$ cat config.mk
export PLATFORM = sky130hd
export DESIGN_NAME = pipe_stall_ctrl
export DESIGN_NICKNAME = d
export VERILOG_FILES = /design/src/rtl/pipe_stall_ctrl_pkg.sv /design/src/rtl/pipe_stall_ctrl_sat_cnt.sv /design/src/rtl/pipe_stall_ctrl.sv
export SDC_FILE = /design/constraint.sdc
export NUM_CORES = 1
export LEC_CHECK = 0
export BUFFER_PORTS_ARGS = -buffer_cell sky130_fd_sc_hd__buf_2
export CORE_ASPECT_RATIO = 1.1
export CORE_MARGIN = 3
export CORE_UTILIZATION = 38
export CTS_BUF_LIST = sky130_fd_sc_hd__clkbuf_8
export DETAILED_ROUTE_END_ITERATION = 16
export GPL_ROUTABILITY_DRIVEN = 0
export PLACE_DENSITY = 0.86
export SYNTH_ARGS = -nofsm -noshare
export SYNTH_HDL_FRONTEND = slang
export SYNTH_SLANG_ARGS = --single-unit
$ cat constraint.sdc
create_clock -name clk -period 1.5 [get_ports clk]
set_input_delay 0.075 -clock clk [delete_from_list [all_inputs] [get_ports clk]]
set_output_delay 0.075 -clock clk [all_outputs]
set_load 0.03 [all_outputs]
$ cat src/rtl/pipe_stall_ctrl_pkg.sv
// Shared constants for the pipeline stall sequencer: stall bus width,
// per-stage stop encodings, the stall patterns and the FSM state codes.
package pipe_stall_ctrl_pkg;

    localparam int   StallBus = 6;
    localparam logic Stop     = 1'b1;
    localparam logic NoStop   = 1'b0;

    // Bit 0 is PC, bit 5 is WB; WB is never held.
    localparam logic [StallBus-1:0] STALL_NONE = 6'b000000;
    localparam logic [StallBus-1:0] STALL_LU   = 6'b000111;
    localparam logic [StallBus-1:0] STALL_EXS  = 6'b001111;
    localparam logic [StallBus-1:0] STALL_MEMS = 6'b011111;

    localparam logic [1:0] PSC_RUN = 2'd0;
    localparam logic [1:0] PSC_DIV = 2'd1;
    localparam logic [1:0] PSC_MEM = 2'd2;

    // Stall pattern for the free-running cases once any divider term is resolved.
    function automatic logic [StallBus-1:0] base_stall(input logic mem_wait, input logic lu);
        if (mem_wait)
            return STALL_MEMS;
        else if (lu)
            return STALL_LU;
        else
            return STALL_NONE;
    endfunction

endpackage

$ cat src/rtl/pipe_stall_ctrl_sat_cnt.sv
// 32-bit event counter that sticks at all-ones instead of wrapping.
module pipe_stall_ctrl_sat_cnt (
    input  logic        clk,
    input  logic        rst,
    input  logic        clr,
    input  logic        inc,
    output logic [31:0] cnt
);

    always_ff @(posedge clk or posedge rst) begin
        if (rst)
            cnt <= '0;
        else if (clr)
            cnt <= '0;
        else if (inc && (cnt != 32'hFFFF_FFFF))
            cnt <= cnt + 32'd1;
    end

endmodule

$ cat src/rtl/pipe_stall_ctrl.sv
// Pipeline stall sequencer for the 5-stage core: merges load-use, divider and
// data-SRAM waits onto the stall bus. Perf counters enabled by PIPE_STALL_CTRL_PERF_EN.
module pipe_stall_ctrl
    import pipe_stall_ctrl_pkg::*;
#(
    parameter int DIV_TIMEOUT = 40,
    parameter int CNT_W       = 6
) (
    input  logic                clk,
    input  logic                rst,
    input  logic                stallreq_from_id,
    input  logic                div_start,
    input  logic                div_ready,
    input  logic                mem_req,
    input  logic                mem_ack,
    output logic [StallBus-1:0] stall,
    output logic                div_busy,
    output logic                div_err,
    output logic [31:0]         perf_stall_cnt,
    output logic [31:0]         perf_div_cnt
);

    logic [1:0]       state, state_nxt;
    logic [CNT_W-1:0] div_cnt, div_cnt_nxt;
    logic             mem_wait;
    logic             div_tmo;
    logic             div_done;

    assign mem_wait = mem_req & ~mem_ack;
    assign div_tmo  = ~div_ready & (div_cnt == CNT_W'(DIV_TIMEOUT));
    assign div_done = div_ready | div_tmo;

    always_comb begin
        stall       = STALL_NONE;
        state_nxt   = state;
        div_cnt_nxt = div_cnt;
        case (state)
            PSC_RUN: begin
                if (mem_wait) begin
                    stall     = STALL_MEMS;
                    state_nxt = PSC_MEM;
                end else if (div_start) begin
                    stall       = STALL_EXS;
                    state_nxt   = PSC_DIV;
                    div_cnt_nxt = CNT_W'(1);
                end else begin
                    stall = base_stall(1'b0, stallreq_from_id);
                end
            end
            PSC_DIV: begin
                if (div_done) begin
                    stall       = base_stall(mem_wait, stallreq_from_id);
                    state_nxt   = PSC_RUN;
                    div_cnt_nxt = '0;
                end else begin
                    // A pending SRAM access widens the stall but the divider keeps timing.
                    stall       = mem_wait ? STALL_MEMS : STALL_EXS;
                    div_cnt_nxt = div_cnt + CNT_W'(1);
                end
            end
            PSC_MEM: begin
                if (!mem_ack) begin
                    stall = STALL_MEMS;
                end else if (div_start) begin
                    stall       = STALL_EXS;
                    state_nxt   = PSC_DIV;
                    div_cnt_nxt = CNT_W'(1);
                end else begin
                    stall     = base_stall(1'b0, stallreq_from_id);
                    state_nxt = PSC_RUN;
                end
            end
            default: begin
                state_nxt   = PSC_RUN;
                div_cnt_nxt = '0;
            end
        endcase
        // Reset abandons any wait immediately, independent of the clock.
        if (rst)
            stall = STALL_NONE;
    end

    always_ff @(posedge clk or posedge rst) begin
        if (rst) begin
            state   <= PSC_RUN;
            div_cnt <= '0;
            div_err <= 1'b0;
        end else begin
            state   <= state_nxt;
            div_cnt <= div_cnt_nxt;
            if ((state == PSC_DIV) && div_tmo)
                div_err <= 1'b1;
        end
    end

    assign div_busy = (state == PSC_DIV);

`ifdef PIPE_STALL_CTRL_PERF_EN
    pipe_stall_ctrl_sat_cnt u_perf_stall (
        .clk (clk),
        .rst (rst),
        .clr (1'b0),
        .inc (stall != STALL_NONE),
        .cnt (perf_stall_cnt)
    );

    pipe_stall_ctrl_sat_cnt u_perf_div (
        .clk (clk),
        .rst (rst),
        .clr (1'b0),
        .inc (state == PSC_DIV),
        .cnt (perf_div_cnt)
    );
`else
    assign perf_stall_cnt = 32'b0;
    assign perf_div_cnt   = 32'b0;
`endif

endmodule

# ---- Yosys cells after proc, flatten, opt, wreduce, memory -nomap -nowiden
# Cells that the tools add are included.
dict set report op_classes {
  n_eq_ne 7
  n_reduce_logical 4
  add_sub_neg 1
  bitwise_logic 5
  n_mux 20
}
# operator n
set op_table {}
lappend op_table {{2-to-1 mux 6 bit} 8}
lappend op_table {{case mux 6 bit (3 select lines)} 2}
lappend op_table {{2-to-1 mux 5 bit} 2}
lappend op_table {{2-to-1 mux 2 bit} 4}
lappend op_table {{adder 6 x 1 -> 6 bit, second input constant} 1}
lappend op_table {{== test 6 bit, second input constant} 1}
lappend op_table {{case mux 2 bit (3 select lines)} 1}
lappend op_table {{2-to-1 mux 4 bit} 1}
lappend op_table {{inequality test 2 bit, second input constant} 2}
lappend op_table {{2-to-1 mux 3 bit} 1}
lappend op_table {{inequality test 3 bit, second input constant} 1}
lappend op_table {{AND reduction 3 bit} 1}
lappend op_table {{AND 1 bit} 2}
lappend op_table {{== test 2 x 1 -> 1 bit, second input constant} 1}
lappend op_table {{== test 2 bit, second input constant} 1}
lappend op_table {{logical NOT 2 bit} 1}
lappend op_table {{inequality test 2 x 1 -> 1 bit, second input constant} 1}
lappend op_table {{NOT 1 bit} 2}
lappend op_table {{AND reduction 2 bit} 1}
lappend op_table {{logical AND 1 bit} 1}
lappend op_table {{2-to-1 mux 1 bit} 1}
lappend op_table {{OR 1 bit} 1}
dict set report totals {
  output_inout_bits 72
  ff_bits 9
  word_cells 40
  in_bits 7
}

# ---- Longest topological paths before layout
dict set report depth {
  ltp_word 6
  depth_mapped 6
  mapped_depth_nobuf 5
}

# ---- Worst setup path before layout
# Ideal clock, no wire load.
dict set report synth_path {
  path_type {reg2out}
  from {register state[1]}
  to {output stall[1]}
  slack_ns -0.484
  required_time_ns 1.425
  stages_incl_launch_ff 5
  t_arrival_ns 1.909
  cell_sequence {dfrtp_1 > nor3b_1 > o21ai_1 > a41oi_1 > buf_4}
}
dict set report synth_between {
  elab_chain_cells 3
}
# element line_no
set synth_lines {}
lappend synth_lines {{start, declared} pipe_stall_ctrl.sv:23} ;# logic [1:0] state, state_nxt;
lappend synth_lines {{start signal, assigned} pipe_stall_ctrl.sv:89} ;# state <= state_nxt;
lappend synth_lines {{== test 2 bit, or another cell as far along} pipe_stall_ctrl.sv:37} ;# case (state)
lappend synth_lines {{case mux 6 bit (3 select lines) (*)} pipe_stall_ctrl.sv:37}
lappend synth_lines {{2-to-1 mux 6 bit (*)} pipe_stall_ctrl.sv:79} ;# if (rst)
lappend synth_lines {{end, declared} pipe_stall_ctrl.sv:16} ;# output logic [StallBus-1:0] stall,
# Every way passes the cells marked *; elsewhere a longest branch is shown, timed or not.

# ---- Worst setup path after layout
dict set report layout_path {
  from {register div_cnt[0]}
  to {output stall[1]}
}
dict set report layout_between {
  elab_chain_cells 6
}
# element line_no
set layout_lines {}
lappend layout_lines {{start, declared} pipe_stall_ctrl.sv:24} ;# logic [CNT_W-1:0] div_cnt, div_cnt_nxt;
lappend layout_lines {{start signal, assigned} pipe_stall_ctrl.sv:90} ;# div_cnt <= div_cnt_nxt;
lappend layout_lines {{== test 6 bit} pipe_stall_ctrl.sv:30} ;# assign div_tmo = ~div_ready & (div_cnt == CNT_W'(DIV_TIMEOUT));
lappend layout_lines {{AND 1 bit} pipe_stall_ctrl.sv:30}
lappend layout_lines {{OR 1 bit} pipe_stall_ctrl.sv:31} ;# assign div_done = div_ready | div_tmo;
lappend layout_lines {{2-to-1 mux 6 bit} pipe_stall_ctrl.sv:51} ;# if (div_done) begin
lappend layout_lines {{case mux 6 bit (3 select lines)} pipe_stall_ctrl.sv:37}
lappend layout_lines {{2-to-1 mux 6 bit} pipe_stall_ctrl.sv:79}
# Every way passes these cells.

==> metrics.txt <==
Crit Path Class reg -> out; Post-synth EDFFs 0; initial antenna violation count 0; DRC viols 0; Setup crit end kind output pin; Critical-path top delay cell dfrtp_1; delay-heaviest family, CP compound AO/OA/AOI/OAI gates; WP data required 1420 ps; fin crit period 1640 ps; Placement Setup Slack 38.5 ps; clock share of power 0.241; CP Capture Point stall[1]; Overflow after GRT 0; ratio of total power to cell area 1020 nW/µm²; total internal power 0.636 mW; Placeable Area 2590 µm²; final worst-path cycle share 1.10; ratio of cells with drive above 1 in the final layout 0.268; Detail Route Antenna Nets 0; combinational power share 0.513; first-pass GRT wire length 2870 µm; Layout Area Growth over Synthesis 8.52%; fin cells 188; die height 61.7 µm; most common cell after layout, fill and taps aside conb_1; R2R Path End div_cnt[3]; failing checks setup timing; CTS max path bufs 2; PortBufs 13; part of the power in registers 0.246; cts bufs inserted 3; total power 1.18 mW; largest net degree at the start of global routing 10; vias in the first global route 627; post-synth cell types 31; io pins 79; Root Buffer clkbuf_8; final WL 2070 µm; post-synth top area cell buf_4; row cnt 19; Die Width 56.7 µm; share of the synthesized area in the top cell type 0.469; Worst EP arrival 1570 ps; # Max-Cap Violations 0; Final Setup Violations 5; CTS tree built; Setup Skew 2.74 ps; Crit path depth 6; CP Buf/Inv Count 2; synthesized area 1070 µm²; Pleak 0.651 nW; critical path startpoint div_cnt[0]; Slew Limit Fails 0; Worst R2R Start div_cnt[0]; Inst Count DP 178; Yosys reg bits 9; CP startpoint kind register; Layout Nets 167; status finished, violations left; Min-Delay Path Class in -> reg; Die Area 3500 µm²; Starting Density 0.414; Peak VDD IR 0.521 mV; main flop type after synthesis dfrtp_1; RSZ-0062 raised after global routing true; largest cells by area after synthesis buf_4 47%, dfrtp_1 21%, o2bb2ai_1 2.5%, ha_1 2.3%, nand2b_1 2.3%; Via density 4.16; total number of vias 783; r2r setup slk -110 ps; final hold violations 0; n_diodes 0; Worst Reg2Reg Path Length in Cells 7; max frequency 609 MHz; drt first pass iters 4; gr usage total 0.106; P_sw 0.546 mW; Post-Synthesis Cells 128; crit-path cells inv_2, ha_4, nand4b_1, o21ai_2, a41oi_4, buf_6; worst-skew pair later-pin latency 240 ps; post-synthesis sequential area ratio 0.210; htree depth 1; WL/cell 11.0 µm; clk sinks 9; synth warn 0; Clk pin slew, worst setup/hold paths 50 ps; peak fanout along the critical path 3; worst setup margin -143 ps; CP peak stage delay 380 ps; most frequent cells in the layout 65 x conb_1, 13 x buf_4, 9 x dfrtp_1, 8 x buf_2, 7 x buf_6; asr flop ratio synth 1.00; Avg Cell Area, Syn 8.38 µm²; Sw Share 0.462; DRT iter0 DRCs 14
==> tightest hold or removal path: cells and delay by family <==
family          cells  cell delay, ps
compound gates      2             180
buf+inv             1             110
==> cell families after synthesis <==
logic type / share of synthesized area
AND/OR/NAND/NOR: 0.125
AO/OA/AOI/OAI: 0.138
other: 0.00350
flip-flops: 0.210
buffers and inverters: 0.501
adder cells (fa/ha/maj): 0.0233
==> registers in the layout (all words and copies together), names as in the netlist <==
| signal | flops |
|---|---|
| div_err | 1 |
| div_cnt | 6 |
| state | 2 |
==> repair_timing <==
action	4_1_cts	5_1_grt
buffers inserted	2	3
resized for setup	13	6
endpoints found under the hold margin	9	0
hold buffers	1	0
setup endpoints to repair	5	7
pin swaps	4	6
==> cells in the mapped netlist, types with 3 or more instances <==
| library cell | count |
|---|---|
| a21oi_1 | 3 |
| buf_4 | 67 |
| dfrtp_1 | 9 |
| inv_1 | 6 |
| nand2_1 | 3 |
| nand2b_1 | 4 |
| nand3_1 | 3 |
| nor3_1 | 3 |
| o21ai_0 | 3 |
| o2bb2ai_1 | 3 |
==> per-layer routing <==
layer,part of all wire,global-route usage,wire (µm)
met1,0.39,0.130,796
met2,0.50,0.180,1030
met3,0.10,0.0248,212
met4,0.013,0.0508,26
met5,0,0,0
==> metrics by stage <==
stage | TNS [ps] | util | cell area, µm² | hold WS [ps]
floorplan | -214 | - | 1340 | -89.1
global placement | 0 | 0.386 | 1000 | 130
detailed placement | 0 | 0.386 | 1000 | 126
CTS | -474 | 0.428 | 1110 | 171
global route | -1030 | 0.449 | 1160 | 204
finish | -670 | 0.449 | 1160 | 167
==> cell type report <==
| type | count | area [µm²] |
|---|---|---|
| Fill cell | 249 | 1430 |
| Multi-Input combinational cell | 109 | 606 |
| Timing Repair Buffer | 29 | 226 |
| Sequential cell | 9 | 225 |
| Clock buffer | 3 | 41.3 |
| Tap cell | 31 | 38.8 |
| Inverter | 6 | 22.5 |
| Clock inverter | 1 | 3.75 |
==> worst min path at each step <==
stage | end | cells after the start | slack [ps] | from
floorplan | div_cnt[0] | 1 | -90 | rst
global placement | div_err | 3 | 130 | rst
detailed placement | div_cnt[2] | 3 | 130 | rst
CTS | div_cnt[0] | 4 | 170 | div_ready
global route | state[0] | 3 | 200 | mem_ack
finish | state[0] | 3 | 170 | mem_ack
==> power by group through the flow <==
stage | Clock [mW] | Sequential, mW | Combinational [mW]
6_report | 0.285 | 0.290 | 0.606
5_1_grt | 0.303 | 0.294 | 0.645
4_1_cts | 0.285 | 0.288 | 0.574
3_5_place_dp | 0 | 0.289 | 0.522
3_3_place_gp | 0 | 0.288 | 0.509
2_1_floorplan | 0 | 0.296 | 0.538
No activity file was read; power rests on OpenSTA's default activity.
